===== src/rtl/id_ex_reg_pkg.sv =====
`default_nettype none
// ============================================================================
// Module   : id_ex_reg_pkg
// Purpose  : Shared encodings for the dual-issue ID/EX pipeline register.
//            Holds the "not a load" / "not a store" type codes, the two-state
//            issue FSM encoding and a saturating-increment helper for the
//            bubble performance counter.
// Revision : 1.0 - initial release
// ============================================================================
package id_ex_reg_pkg;

    // Load / store type codes meaning "this instruction is not a load/store".
    localparam int unsigned c_LD_TYPE_W = 3;
    localparam int unsigned c_ST_TYPE_W = 2;
    localparam logic [c_LD_TYPE_W-1:0] c_LD_XXX = 3'b000;
    localparam logic [c_ST_TYPE_W-1:0] c_ST_XXX = 2'b00;

    // Issue FSM: PAIR issues both slots, SECOND issues the held slot 1 of a
    // pair whose slot 0 went out the previous cycle.
    localparam logic [0:0] c_IDEX_ST_PAIR   = 1'b0;
    localparam logic [0:0] c_IDEX_ST_SECOND = 1'b1;

    // Width of the bubble performance counter.
    localparam int unsigned c_BUBBLE_CNT_W = 16;

    // Increment that sticks at all-ones instead of wrapping.
    function automatic logic [c_BUBBLE_CNT_W-1:0] f_sat_inc(
        input logic [c_BUBBLE_CNT_W-1:0] i_val
    );
        f_sat_inc = (&i_val) ? i_val : i_val + 1'b1;
    endfunction

endpackage
`default_nettype wire


===== src/rtl/id_ex_reg_slot.sv =====
`default_nettype none
// ============================================================================
// Module   : id_ex_slot
// Purpose  : One issue slot of the ID/EX register. A plain field register
//            with three controls, in priority order:
//              rst      - clear every field to its reset value
//              i_bubble - turn the slot into a bubble (control fields only;
//                         data fields keep their previous, don't-care values)
//              i_load   - capture the decode-stage fields
//            With none of them active every field holds.
// Ports    : clk, rst; i_load, i_bubble; i_* decode fields; o_* registered
//            copies of the fields.
// Revision : 1.0 - initial release
// ============================================================================
module id_ex_slot #(
    parameter int unsigned DATA_WIDTH    = 32,
    parameter int unsigned RF_ADDR_WIDTH = 5,
    parameter int unsigned ALU_OP_WIDTH  = 5,
    parameter int unsigned LD_TYPE_WIDTH = 3,
    parameter int unsigned ST_TYPE_WIDTH = 2,
    parameter logic [LD_TYPE_WIDTH-1:0] LD_BUBBLE = '0,
    parameter logic [ST_TYPE_WIDTH-1:0] ST_BUBBLE = '0
) (
    input  logic                     clk,
    input  logic                     rst,
    input  logic                     i_load,
    input  logic                     i_bubble,
    input  logic                     i_valid,
    input  logic [DATA_WIDTH-1:0]    i_pc,
    input  logic [ALU_OP_WIDTH-1:0]  i_aluOp,
    input  logic [DATA_WIDTH-1:0]    i_imm,
    input  logic [RF_ADDR_WIDTH-1:0] i_rdAddr,
    input  logic                     i_wbRdEn,
    input  logic [LD_TYPE_WIDTH-1:0] i_ldType,
    input  logic [ST_TYPE_WIDTH-1:0] i_stType,
    input  logic [DATA_WIDTH-1:0]    i_rs1Data,
    input  logic [DATA_WIDTH-1:0]    i_rs2Data,
    output logic                     o_valid,
    output logic [DATA_WIDTH-1:0]    o_pc,
    output logic [ALU_OP_WIDTH-1:0]  o_aluOp,
    output logic [DATA_WIDTH-1:0]    o_imm,
    output logic [RF_ADDR_WIDTH-1:0] o_rdAddr,
    output logic                     o_wbRdEn,
    output logic [LD_TYPE_WIDTH-1:0] o_ldType,
    output logic [ST_TYPE_WIDTH-1:0] o_stType,
    output logic [DATA_WIDTH-1:0]    o_rs1Data,
    output logic [DATA_WIDTH-1:0]    o_rs2Data
);

    logic                     r_valid;
    logic [DATA_WIDTH-1:0]    r_pc;
    logic [ALU_OP_WIDTH-1:0]  r_aluOp;
    logic [DATA_WIDTH-1:0]    r_imm;
    logic [RF_ADDR_WIDTH-1:0] r_rdAddr;
    logic                     r_wbRdEn;
    logic [LD_TYPE_WIDTH-1:0] r_ldType;
    logic [ST_TYPE_WIDTH-1:0] r_stType;
    logic [DATA_WIDTH-1:0]    r_rs1Data;
    logic [DATA_WIDTH-1:0]    r_rs2Data;

    always_ff @(posedge clk) begin
        if (rst) begin
            r_valid   <= 1'b0;
            r_pc      <= '0;
            r_aluOp   <= '0;
            r_imm     <= '0;
            r_rdAddr  <= '0;
            r_wbRdEn  <= 1'b0;
            r_ldType  <= LD_BUBBLE;
            r_stType  <= ST_BUBBLE;
            r_rs1Data <= '0;
            r_rs2Data <= '0;
        end else if (i_bubble) begin
            // Only the fields that can cause side effects downstream are
            // neutralised; the datapath fields are left alone.
            r_valid  <= 1'b0;
            r_wbRdEn <= 1'b0;
            r_ldType <= LD_BUBBLE;
            r_stType <= ST_BUBBLE;
        end else if (i_load) begin
            r_valid   <= i_valid;
            r_pc      <= i_pc;
            r_aluOp   <= i_aluOp;
            r_imm     <= i_imm;
            r_rdAddr  <= i_rdAddr;
            r_wbRdEn  <= i_wbRdEn;
            r_ldType  <= i_ldType;
            r_stType  <= i_stType;
            r_rs1Data <= i_rs1Data;
            r_rs2Data <= i_rs2Data;
        end
    end

    assign o_valid   = r_valid;
    assign o_pc      = r_pc;
    assign o_aluOp   = r_aluOp;
    assign o_imm     = r_imm;
    assign o_rdAddr  = r_rdAddr;
    assign o_wbRdEn  = r_wbRdEn;
    assign o_ldType  = r_ldType;
    assign o_stType  = r_stType;
    assign o_rs1Data = r_rs1Data;
    assign o_rs2Data = r_rs2Data;

endmodule
`default_nettype wire


===== src/rtl/id_ex_reg.sv =====
`default_nettype none
// ============================================================================
// Module   : id_ex_reg
// Purpose  : Dual-issue ID/EX pipeline register. Captures both decode slots
//            with their forwarded operands and presents them to the two
//            execute lanes. Inserts bubbles on load-use stalls, holds on
//            downstream stalls, kills on branch redirects and splits a pair
//            into two single issues when slot 1 reads slot 0's destination.
// Ports    : clk, rst (sync, active-high)
//            Decode_*_0/1, DecodeHazard_Rs*Data_0/1 - decode slot inputs
//            Decode_Rs1Addr_1/Rs2Addr_1             - slot-1 sources
//            DecodeHazard_StallReq, Ex_StallReq, Ex_Flush - pipeline control
//            IDEX_*_0/1        - registered slot outputs
//            IDEX_DecodeStall  - combinational hold request to IF/ID
//            IDEX_BubbleCnt    - saturating bubble-cycle counter
// Revision : 1.0 - initial release
// ============================================================================
module id_ex_reg
    import id_ex_reg_pkg::*;
#(
    parameter int unsigned DATA_WIDTH    = 32,
    parameter int unsigned RF_ADDR_WIDTH = 5,
    parameter int unsigned ALU_OP_WIDTH  = 5,
    parameter int unsigned LD_TYPE_WIDTH = 3,
    parameter int unsigned ST_TYPE_WIDTH = 2
) (
    input  logic                      clk,
    input  logic                      rst,
    // decode slot 0
    input  logic                      Decode_Valid_0,
    input  logic [DATA_WIDTH-1:0]     Decode_Pc_0,
    input  logic [ALU_OP_WIDTH-1:0]   Decode_AluOp_0,
    input  logic [DATA_WIDTH-1:0]     Decode_Imm_0,
    input  logic [RF_ADDR_WIDTH-1:0]  Decode_RdAddr_0,
    input  logic                      Decode_WbRdEn_0,
    input  logic [LD_TYPE_WIDTH-1:0]  Decode_LdType_0,
    input  logic [ST_TYPE_WIDTH-1:0]  Decode_StType_0,
    input  logic [DATA_WIDTH-1:0]     DecodeHazard_Rs1Data_0,
    input  logic [DATA_WIDTH-1:0]     DecodeHazard_Rs2Data_0,
    // decode slot 1
    input  logic                      Decode_Valid_1,
    input  logic [DATA_WIDTH-1:0]     Decode_Pc_1,
    input  logic [ALU_OP_WIDTH-1:0]   Decode_AluOp_1,
    input  logic [DATA_WIDTH-1:0]     Decode_Imm_1,
    input  logic [RF_ADDR_WIDTH-1:0]  Decode_RdAddr_1,
    input  logic                      Decode_WbRdEn_1,
    input  logic [RF_ADDR_WIDTH-1:0]  Decode_Rs1Addr_1,
    input  logic [RF_ADDR_WIDTH-1:0]  Decode_Rs2Addr_1,
    input  logic [LD_TYPE_WIDTH-1:0]  Decode_LdType_1,
    input  logic [ST_TYPE_WIDTH-1:0]  Decode_StType_1,
    input  logic [DATA_WIDTH-1:0]     DecodeHazard_Rs1Data_1,
    input  logic [DATA_WIDTH-1:0]     DecodeHazard_Rs2Data_1,
    // pipeline control
    input  logic                      DecodeHazard_StallReq,
    input  logic                      Ex_StallReq,
    input  logic                      Ex_Flush,
    // execute slot 0
    output logic                      IDEX_Valid_0,
    output logic [DATA_WIDTH-1:0]     IDEX_Pc_0,
    output logic [ALU_OP_WIDTH-1:0]   IDEX_AluOp_0,
    output logic [DATA_WIDTH-1:0]     IDEX_Imm_0,
    output logic [RF_ADDR_WIDTH-1:0]  IDEX_RdAddr_0,
    output logic                      IDEX_WbRdEn_0,
    output logic [LD_TYPE_WIDTH-1:0]  IDEX_LdType_0,
    output logic [ST_TYPE_WIDTH-1:0]  IDEX_StType_0,
    output logic [DATA_WIDTH-1:0]     IDEX_Rs1Data_0,
    output logic [DATA_WIDTH-1:0]     IDEX_Rs2Data_0,
    // execute slot 1
    output logic                      IDEX_Valid_1,
    output logic [DATA_WIDTH-1:0]     IDEX_Pc_1,
    output logic [ALU_OP_WIDTH-1:0]   IDEX_AluOp_1,
    output logic [DATA_WIDTH-1:0]     IDEX_Imm_1,
    output logic [RF_ADDR_WIDTH-1:0]  IDEX_RdAddr_1,
    output logic                      IDEX_WbRdEn_1,
    output logic [LD_TYPE_WIDTH-1:0]  IDEX_LdType_1,
    output logic [ST_TYPE_WIDTH-1:0]  IDEX_StType_1,
    output logic [DATA_WIDTH-1:0]     IDEX_Rs1Data_1,
    output logic [DATA_WIDTH-1:0]     IDEX_Rs2Data_1,
    // status
    output logic                      IDEX_DecodeStall,
    output logic [15:0]               IDEX_BubbleCnt
);

    localparam logic [LD_TYPE_WIDTH-1:0] c_LD_BUBBLE = LD_TYPE_WIDTH'(c_LD_XXX);
    localparam logic [ST_TYPE_WIDTH-1:0] c_ST_BUBBLE = ST_TYPE_WIDTH'(c_ST_XXX);

    logic [0:0]  r_state;
    logic [0:0]  w_stateNext;
    logic [15:0] r_bubbleCnt;
    logic        w_dep;
    logic        w_load0;
    logic        w_bubble0;
    logic        w_load1;
    logic        w_bubble1;
    logic        w_bubbleEvt;

    // Slot 1 reads a register that slot 0 of the same pair writes. x0 is
    // never a real dependency.
    assign w_dep = Decode_Valid_0 && Decode_Valid_1 &&
                   Decode_WbRdEn_0 && (Decode_RdAddr_0 != '0) &&
                   ((Decode_RdAddr_0 == Decode_Rs1Addr_1) ||
                    (Decode_RdAddr_0 == Decode_Rs2Addr_1));

    // Next-state and slot controls; the first matching condition wins.
    always_comb begin
        w_stateNext = r_state;
        w_load0     = 1'b0;
        w_bubble0   = 1'b0;
        w_load1     = 1'b0;
        w_bubble1   = 1'b0;
        w_bubbleEvt = 1'b0;
        if (Ex_Flush) begin
            w_stateNext = c_IDEX_ST_PAIR;
            w_bubble0   = 1'b1;
            w_bubble1   = 1'b1;
            w_bubbleEvt = 1'b1;
        end else if (Ex_StallReq) begin
            // everything holds
        end else if (DecodeHazard_StallReq) begin
            w_bubble0   = 1'b1;
            w_bubble1   = 1'b1;
            w_bubbleEvt = 1'b1;
        end else if ((r_state == c_IDEX_ST_PAIR) && w_dep) begin
            w_stateNext = c_IDEX_ST_SECOND;
            w_load0     = 1'b1;
            w_bubble1   = 1'b1;
            w_bubbleEvt = 1'b1;
        end else if (r_state == c_IDEX_ST_SECOND) begin
            // IF/ID held the pair, so decode still shows the same slot 1.
            w_stateNext = c_IDEX_ST_PAIR;
            w_bubble0   = 1'b1;
            w_load1     = 1'b1;
            w_bubbleEvt = 1'b1;
        end else begin
            w_load0 = 1'b1;
            w_load1 = 1'b1;
        end
    end

    always_ff @(posedge clk) begin
        if (rst) begin
            r_state     <= c_IDEX_ST_PAIR;
            r_bubbleCnt <= '0;
        end else begin
            r_state <= w_stateNext;
            if (w_bubbleEvt) begin
                r_bubbleCnt <= f_sat_inc(r_bubbleCnt);
            end
        end
    end

    // A flush discards the held pair, so IF/ID must be free to move on even
    // if a stall is requested in the same cycle.
    assign IDEX_DecodeStall = !Ex_Flush &&
                              (Ex_StallReq || DecodeHazard_StallReq ||
                               ((r_state == c_IDEX_ST_PAIR) && w_dep && !rst));

    assign IDEX_BubbleCnt = r_bubbleCnt;

    id_ex_slot #(
        .DATA_WIDTH    (DATA_WIDTH),
        .RF_ADDR_WIDTH (RF_ADDR_WIDTH),
        .ALU_OP_WIDTH  (ALU_OP_WIDTH),
        .LD_TYPE_WIDTH (LD_TYPE_WIDTH),
        .ST_TYPE_WIDTH (ST_TYPE_WIDTH),
        .LD_BUBBLE     (c_LD_BUBBLE),
        .ST_BUBBLE     (c_ST_BUBBLE)
    ) u_slot0 (
        .clk       (clk),
        .rst       (rst),
        .i_load    (w_load0),
        .i_bubble  (w_bubble0),
        .i_valid   (Decode_Valid_0),
        .i_pc      (Decode_Pc_0),
        .i_aluOp   (Decode_AluOp_0),
        .i_imm     (Decode_Imm_0),
        .i_rdAddr  (Decode_RdAddr_0),
        .i_wbRdEn  (Decode_WbRdEn_0),
        .i_ldType  (Decode_LdType_0),
        .i_stType  (Decode_StType_0),
        .i_rs1Data (DecodeHazard_Rs1Data_0),
        .i_rs2Data (DecodeHazard_Rs2Data_0),
        .o_valid   (IDEX_Valid_0),
        .o_pc      (IDEX_Pc_0),
        .o_aluOp   (IDEX_AluOp_0),
        .o_imm     (IDEX_Imm_0),
        .o_rdAddr  (IDEX_RdAddr_0),
        .o_wbRdEn  (IDEX_WbRdEn_0),
        .o_ldType  (IDEX_LdType_0),
        .o_stType  (IDEX_StType_0),
        .o_rs1Data (IDEX_Rs1Data_0),
        .o_rs2Data (IDEX_Rs2Data_0)
    );

    id_ex_slot #(
        .DATA_WIDTH    (DATA_WIDTH),
        .RF_ADDR_WIDTH (RF_ADDR_WIDTH),
        .ALU_OP_WIDTH  (ALU_OP_WIDTH),
        .LD_TYPE_WIDTH (LD_TYPE_WIDTH),
        .ST_TYPE_WIDTH (ST_TYPE_WIDTH),
        .LD_BUBBLE     (c_LD_BUBBLE),
        .ST_BUBBLE     (c_ST_BUBBLE)
    ) u_slot1 (
        .clk       (clk),
        .rst       (rst),
        .i_load    (w_load1),
        .i_bubble  (w_bubble1),
        .i_valid   (Decode_Valid_1),
        .i_pc      (Decode_Pc_1),
        .i_aluOp   (Decode_AluOp_1),
        .i_imm     (Decode_Imm_1),
        .i_rdAddr  (Decode_RdAddr_1),
        .i_wbRdEn  (Decode_WbRdEn_1),
        .i_ldType  (Decode_LdType_1),
        .i_stType  (Decode_StType_1),
        .i_rs1Data (DecodeHazard_Rs1Data_1),
        .i_rs2Data (DecodeHazard_Rs2Data_1),
        .o_valid   (IDEX_Valid_1),
        .o_pc      (IDEX_Pc_1),
        .o_aluOp   (IDEX_AluOp_1),
        .o_imm     (IDEX_Imm_1),
        .o_rdAddr  (IDEX_RdAddr_1),
        .o_wbRdEn  (IDEX_WbRdEn_1),
        .o_ldType  (IDEX_LdType_1),
        .o_stType  (IDEX_StType_1),
        .o_rs1Data (IDEX_Rs1Data_1),
        .o_rs2Data (IDEX_Rs2Data_1)
    );

endmodule
`default_nettype wire


===== config.mk =====
export PLATFORM = sky130hd
export DESIGN_NAME = id_ex_reg
export DESIGN_NICKNAME = d
export VERILOG_FILES = /design/src/rtl/id_ex_reg_pkg.sv /design/src/rtl/id_ex_reg_slot.sv /design/src/rtl/id_ex_reg.sv
export SDC_FILE = /design/constraint.sdc
export NUM_CORES = 1
export LEC_CHECK = 0
export ABC_AREA = 0
export ABC_CLOCK_PERIOD_IN_PS = 2500
export CORE_AREA = 4 4 235 237
export DETAILED_ROUTE_END_ITERATION = 8
export DIE_AREA = 0 0 239 241
export PLACE_DENSITY_LB_ADDON = 0.2
export SYNTH_ARGS = -nofsm -noshare
export SYNTH_HDL_FRONTEND = slang
export SYNTH_SLANG_ARGS = --single-unit

===== constraint.sdc =====
create_clock -name clk -period 2.5 [get_ports clk]
set_clock_uncertainty 0.2 [all_clocks]
set_input_delay 0.5 -clock clk [delete_from_list [all_inputs] [get_ports clk]]
set_output_delay 0.5 -clock clk [all_outputs]
set_load 0.005 [all_outputs]

# Word-level counts from Yosys, hierarchy flattened
# Index checks and enable logic that the tools add are counted.
[totals] ramBits=0 inputBits=305 ff_bits=307 latch_bits=0 memories=0 romBits=0
[classes] n_div=0 shifts=0 reduce_logical=21 muxes=22 mul=0 eq_ne=2 add_sub_neg=1 order_cmp=0 n_bitwise=6
[ops] operator="$mux W1" count=22
[ops] operator="$add A16 B1 Y16 const B" count=1
[ops] operator="$reduce_and A16 Y1" count=1
[ops] operator="$eq A5 B5 Y1" count=2
[ops] operator="$reduce_and A2 Y1" count=4
[ops] operator="$logic_and A1 B1 Y1" count=7
[ops] operator="$not A1 Y1" count=6
[ops] operator="$reduce_or A2 Y1" count=3
[ops] operator="$reduce_bool A5 Y1" count=1
[ops] operator="$logic_or A1 B1 Y1" count=3
[ops] operator="$logic_not A1 Y1" count=2

# Depth between registers and ports, before layout
[logic_depth] word_depth=11 mapped_depth=9 ltp_nobuf=7

# Modules after synthesis
# A second synthesis with hierarchy kept.
[unflattened] cells_unflattened=1442 hier_area_um2=14197.4
[modules_own_cells] module="id_ex_slot" cells_per_inst=653 instances=2 area_each_um2=6501.2
[modules_own_cells] module="id_ex_reg" cells_per_inst=136 instances=1 area_each_um2=1194.9

# Worst setup path after synthesis
# No wires, ideal clock.
[synth_path] path_type="in2reg" from="input port Decode_RdAddr_0[0]" to="register u_slot1.r_aluOp[0], in the netlist u_slot1.o_aluOp[0]" t_required_ns=2.168 path_slack_ns=0.193 cell_stages=8 n_path_buf=3 arrival_ns=1.974 cell_sequence="or4_1 > o2111ai_2 > o31ai_1 > buf_2 > buf_4 > buf_2 > nand2_1 > a21oi_1"
[synth_via] elab_chain_len=10 elab_cells_between_ends=17 cone_classes="eq/ne: 2; mux: 8; bitwise: 1; reduce/logical: 6"
[synth_rtl] element="start: declaration" line="id_ex_reg.sv:34" rtl="input logic [RF_ADDR_WIDTH-1:0] Decode_RdAddr_0,"
[synth_rtl] element="$eq A5 B5 Y1 (tied with other cells)" line="id_ex_reg.sv:101" rtl="((Decode_RdAddr_0 == Decode_Rs1Addr_1) ||"
[synth_rtl] element="$logic_or A1 B1 Y1 / $logic_and A1 B1 Y1 (equally long branches)" line="id_ex_reg.sv:101, id_ex_reg.sv:100"
[synth_rtl] element="$logic_and A1 B1 Y1 (*)" line="id_ex_reg.sv:100" rtl="Decode_WbRdEn_0 && (Decode_RdAddr_0 != '0) &&"
[synth_rtl] element="$logic_and A1 B1 Y1 (*)" line="id_ex_reg.sv:123" rtl="end else if ((r_state == c_IDEX_ST_PAIR) && w_dep) begin"
[synth_rtl] element="$mux W1" line="id_ex_reg.sv:123"
[synth_rtl] element="$mux W1" line="id_ex_reg.sv:119" rtl="end else if (DecodeHazard_StallReq) begin"
[synth_rtl] element="$mux W1" line="id_ex_reg.sv:117" rtl="end else if (Ex_StallReq) begin"
[synth_rtl] element="$mux W1" line="id_ex_reg.sv:112" rtl="if (Ex_Flush) begin"
[synth_rtl] element="$not A1 Y1 (no source line)"
[synth_rtl] element="$reduce_and A2 Y1 (no source line) (*)"
[synth_rtl] element="end signal: assignment" line="id_ex_reg_slot.sv:83" rtl="r_aluOp <= i_aluOp;"
[synth_rtl] element="end: declaration" line="id_ex_reg_slot.sv:52" rtl="logic [ALU_OP_WIDTH-1:0] r_aluOp;"
# Mark *: on every way between the ends. The rest lies on a longest branch, timed or not.
# A chain may end at the register's enable or synchronous reset.

# Final worst setup path
[layout_path] from="input port Decode_RdAddr_0[3]" to="output port IDEX_DecodeStall"
[layout_via] elab_chain_len=7 elab_cells_between_ends=10 cone_classes="eq/ne: 2; reduce/logical: 8"
[layout_rtl] element="$eq A5 B5 Y1 (tied with other cells)" line="id_ex_reg.sv:101"
[layout_rtl] element="$logic_or A1 B1 Y1 / $logic_and A1 B1 Y1 (equally long branches)" line="id_ex_reg.sv:101, id_ex_reg.sv:100"
[layout_rtl] element="$logic_and A1 B1 Y1 (*)" line="id_ex_reg.sv:100"
[layout_rtl] element="$logic_and A1 B1 Y1 (*) (2 in a row)" line="id_ex_reg.sv:156" rtl="((r_state == c_IDEX_ST_PAIR) && w_dep && !rst));"
[layout_rtl] element="$logic_or A1 B1 Y1 (*)" line="id_ex_reg.sv:155" rtl="(Ex_StallReq || DecodeHazard_StallReq ||"
[layout_rtl] element="$logic_and A1 B1 Y1 (*)" line="id_ex_reg.sv:154" rtl="assign IDEX_DecodeStall = !Ex_Flush &&"
[layout_rtl] element="end: declaration" line="id_ex_reg.sv:80" rtl="output logic IDEX_DecodeStall,"
# Marks and branches as above.

==> impl_metrics.yaml <==
status:
  status: "completed"
routing:
  drt-total-wl_mm: 47.72
  drt_iter0_markers: 501
  via_count: 11703
  routedWlPerCell_um: 17.39
  routed_via_density: 4.265
  ant_nets: 0
  route.detailed.drc: 0
  dr.pass1.iters: 4
run:
  maxCapViolations: 0
synth:
  syn_inst: 1392
  synth_ff_type: "dfxtp_1"
  syn-mean-instance-area_um2: 7.879
  yosysWarnings: 0
  ys_seq_area_share_pct: 56.03
  syn_nets: 1698
  async_flop_share_pct: 0
  ys_ff_latch: 307
  synthDistinctLibCells: 42
  syn_area_um2: 10970
  synth-edff-count: 0
global_routing:
  antenna_found_initial: 9
  grt_max_degree: 163
  track_usage_pct: 15.30
  grt_pass1_vias: 11332
  grt_overflow: 0
  grt_first_pass_wirelength_mm: 68.65
worst_setup_path:
  arrival_ns: 1.78
  cp-end-kind: "primary output"
  start_kind: "input port"
  startpoint: "Decode_RdAddr_0[3]"
  r2r-end: "IDEX_BubbleCnt[5]$_SDFFE_PP0P_"
  r2r_slack_ns: 0.19
  r2r_cells: 8
  endpoint: "IDEX_DecodeStall"
  cp.required_ns: 1.80
  cp_max_fo: 4
  critical_path_class: "input port to primary output"
  r2r-start: "IDEX_BubbleCnt[1]$_SDFFE_PP0P_"
floorplanning:
  die_w_um: 239
  die_h_um: 241
  core_um2: 53280
  start_util_pct: 20.58
  row_count: 85
  top_level_ports: 612
  dieArea_um2: 57600
power_and_ir_drop:
  p_int_mw: 9.139
  swShare_pct: 23.21
  comb_power_share_pct: 12.1
  power_density_nw_per_um2: 606.6
  clockPowerShare_pct: 44.8
  p_leak_nw: 6.821
  ir_drop_mv: 0.4753
  sequentialPowerShare_pct: 43.1
  p_sw_mw: 2.762
sta:
  max_slew_margin_pct: 41.99
  min_period_ns: 2.477
  setup_tns_ns: 0
  tightestPinTransition_ns: 0.8701
  hold_viol: 0
  drv_slew: 0
  fmax_ghz: 0.4036
  finalCritPeriodShare_pct: 99.10
  hold_ws_ns: 0.07340
  setup_violations: 0
clock_network:
  h-tree-depth: 2
  cts_buffers: 38
  clock_path_buffers: 3
  cts_sinks: 307
  insertion_delay_ns: 0.53
  cts_tree: "yes"
  root_buffer: "clkbuf_16"
  path_clk_slew_ns: 0.06
layout:
  fillCellCount: 5446
  area_growth_pct: 78.87
  final_cells: 2744
  layout-drive-gt1-share_pct: 7.380
  fin_util_pct: 36.82
  nNetsFinal: 2326
  mostFrequentLayoutCells: "clkdlybuf4s50_1 (593), nand2_1 (591), dfxtp_1 (307)"
  final_common_cell: "clkdlybuf4s50_1"
placement:
  dp_cells: 2673
  port_buffers: 611
  gp_congestion: 0.7918
  hpwlAfterDp_mm: 35.94
min_path:
  hp-class: "input port to flop"
routing by layer:
layer  track usage, %  vias up  routed length, um
met5                0        -                 81
met2            25.79      449              22790
met3            7.016       75               5293
li1                 -     5806                  -
met4            5.124       12               1207
met1            17.27     5361              18340
timing repair:
action | 4_1_cts | 5_1_grt
buffers inserted | 2 | 1
hold endpoints to repair | 0 | 0
pin swaps | 12 | 10
resized for setup | 35 | 9
hold buffers | 0 | 0
endpoints found under the setup margin | 157 | 1
how the worst min path moves through the flow:
stage,from,endpoint,cells after the start
6_report,Decode_RdAddr_0[3],u_slot0.o_rdAddr[3]$_SDFFE_PP0P_,3
5_1_grt,Decode_RdAddr_0[3],u_slot0.o_rdAddr[3]$_SDFFE_PP0P_,3
4_1_cts,Decode_RdAddr_0[2],u_slot0.o_rdAddr[2]$_SDFFE_PP0P_,3
3_5_place_dp,u_slot1.o_rs1Data[6]$_SDFFE_PP0P_,u_slot1.o_rs1Data[6]$_SDFFE_PP0P_,2
3_3_place_gp,u_slot0.o_rs1Data[12]$_SDFFE_PP0P_,u_slot0.o_rs1Data[12]$_SDFFE_PP0P_,2
2_1_floorplan,u_slot0.o_aluOp[0]$_SDFFE_PP0P_,u_slot0.o_aluOp[0]$_SDFFE_PP0P_,2
state kept, by name, indices dropped and copies added, names as in the netlist, 16 cells and up:
signal,cells
u_slot0.o_rs1Data,32
u_slot0.o_rs2Data,32
u_slot1.o_rs1Data,32
u_slot0.o_imm,32
IDEX_BubbleCnt,16
u_slot1.o_pc,32
u_slot1.o_imm,32
u_slot1.o_rs2Data,32
u_slot0.o_pc,32
critical path, cell delays in order:
cell and delay, ns:
buf_2 0.13, or4_4 0.53, o2111a_1 0.27, nand4_1 0.12
a21oi_2 0.08, buf_2 0.13
power groups by stage:
stage          registers (mW)  logic [mW]  clock network (mW)
2_1_floorplan            5.24       0.386                   0
3_3_place_gp             5.23        1.45                   0
3_5_place_dp             5.23        1.46                   0
4_1_cts                  5.13        1.47                5.57
5_1_grt                  5.15        1.56                5.74
6_report                 5.13        1.44                5.33
cell families (layout without fill, tap and decap cells):
| logic type | after synthesis | after routing | share of synthesized area, % |
|---|---|---|---|
| compound gates | 331 | 331 | 15.90 |
| xor+xnor | 11 | 11 | 0.8784 |
| fa+ha+maj | 1 | 1 | 0.1141 |
| buf+inv | 105 | 759 | 4.380 |
| flops | 307 | 307 | 56.03 |
| mux | 2 | 2 | 0.1939 |
| other cells | 0 | 2 | 0 |
| simple gates | 635 | 635 | 22.50 |
through the flow:
step,worst slack (ns),power [mW],area (um2)
global placement,-0.7939,6.682,18390
floorplan,0.1933,5.630,10970
finish,0.02254,11.90,19620
detailed placement,-0.7952,6.696,18390
global route,-0.007945,12.45,19620
CTS,0.01610,12.17,19590
synth_stat cells (all sizes together), types with 2 or more instances:
cell type | instances | share of area, %
nor4 | 3 | 0.17
o21ai | 7 | 0.32
nor2 | 10 | 0.34
o311ai | 2 | 0.16
nand2 | 592 | 20
buf | 31 | 1.8
o31a | 2 | 0.16
nand4 | 5 | 0.29
or3 | 5 | 0.29
xnor2 | 10 | 0.80
or4 | 6 | 0.41
clkbuf | 68 | 2.3
a21oi | 303 | 14
inv | 6 | 0.21
nor2b | 2 | 0.11
dfxtp | 307 | 56
o31ai | 7 | 0.48
nand3 | 8 | 0.37
layout make-up:
type,instances,area (um2),area share [%]
Antenna cell,2,5.005,0.02551
Clock buffer,60,1135,5.784
Clock inverter,6,62.56,0.3189
Inverter,6,22.52,0.1148
Multi-Input combinational cell,980,4404,22.45
Sequential cell,307,6146,31.33
Tap cell,696,870.8,4.439
Timing Repair Buffer,687,6973,35.54
(Power assumes the default switching activity.)
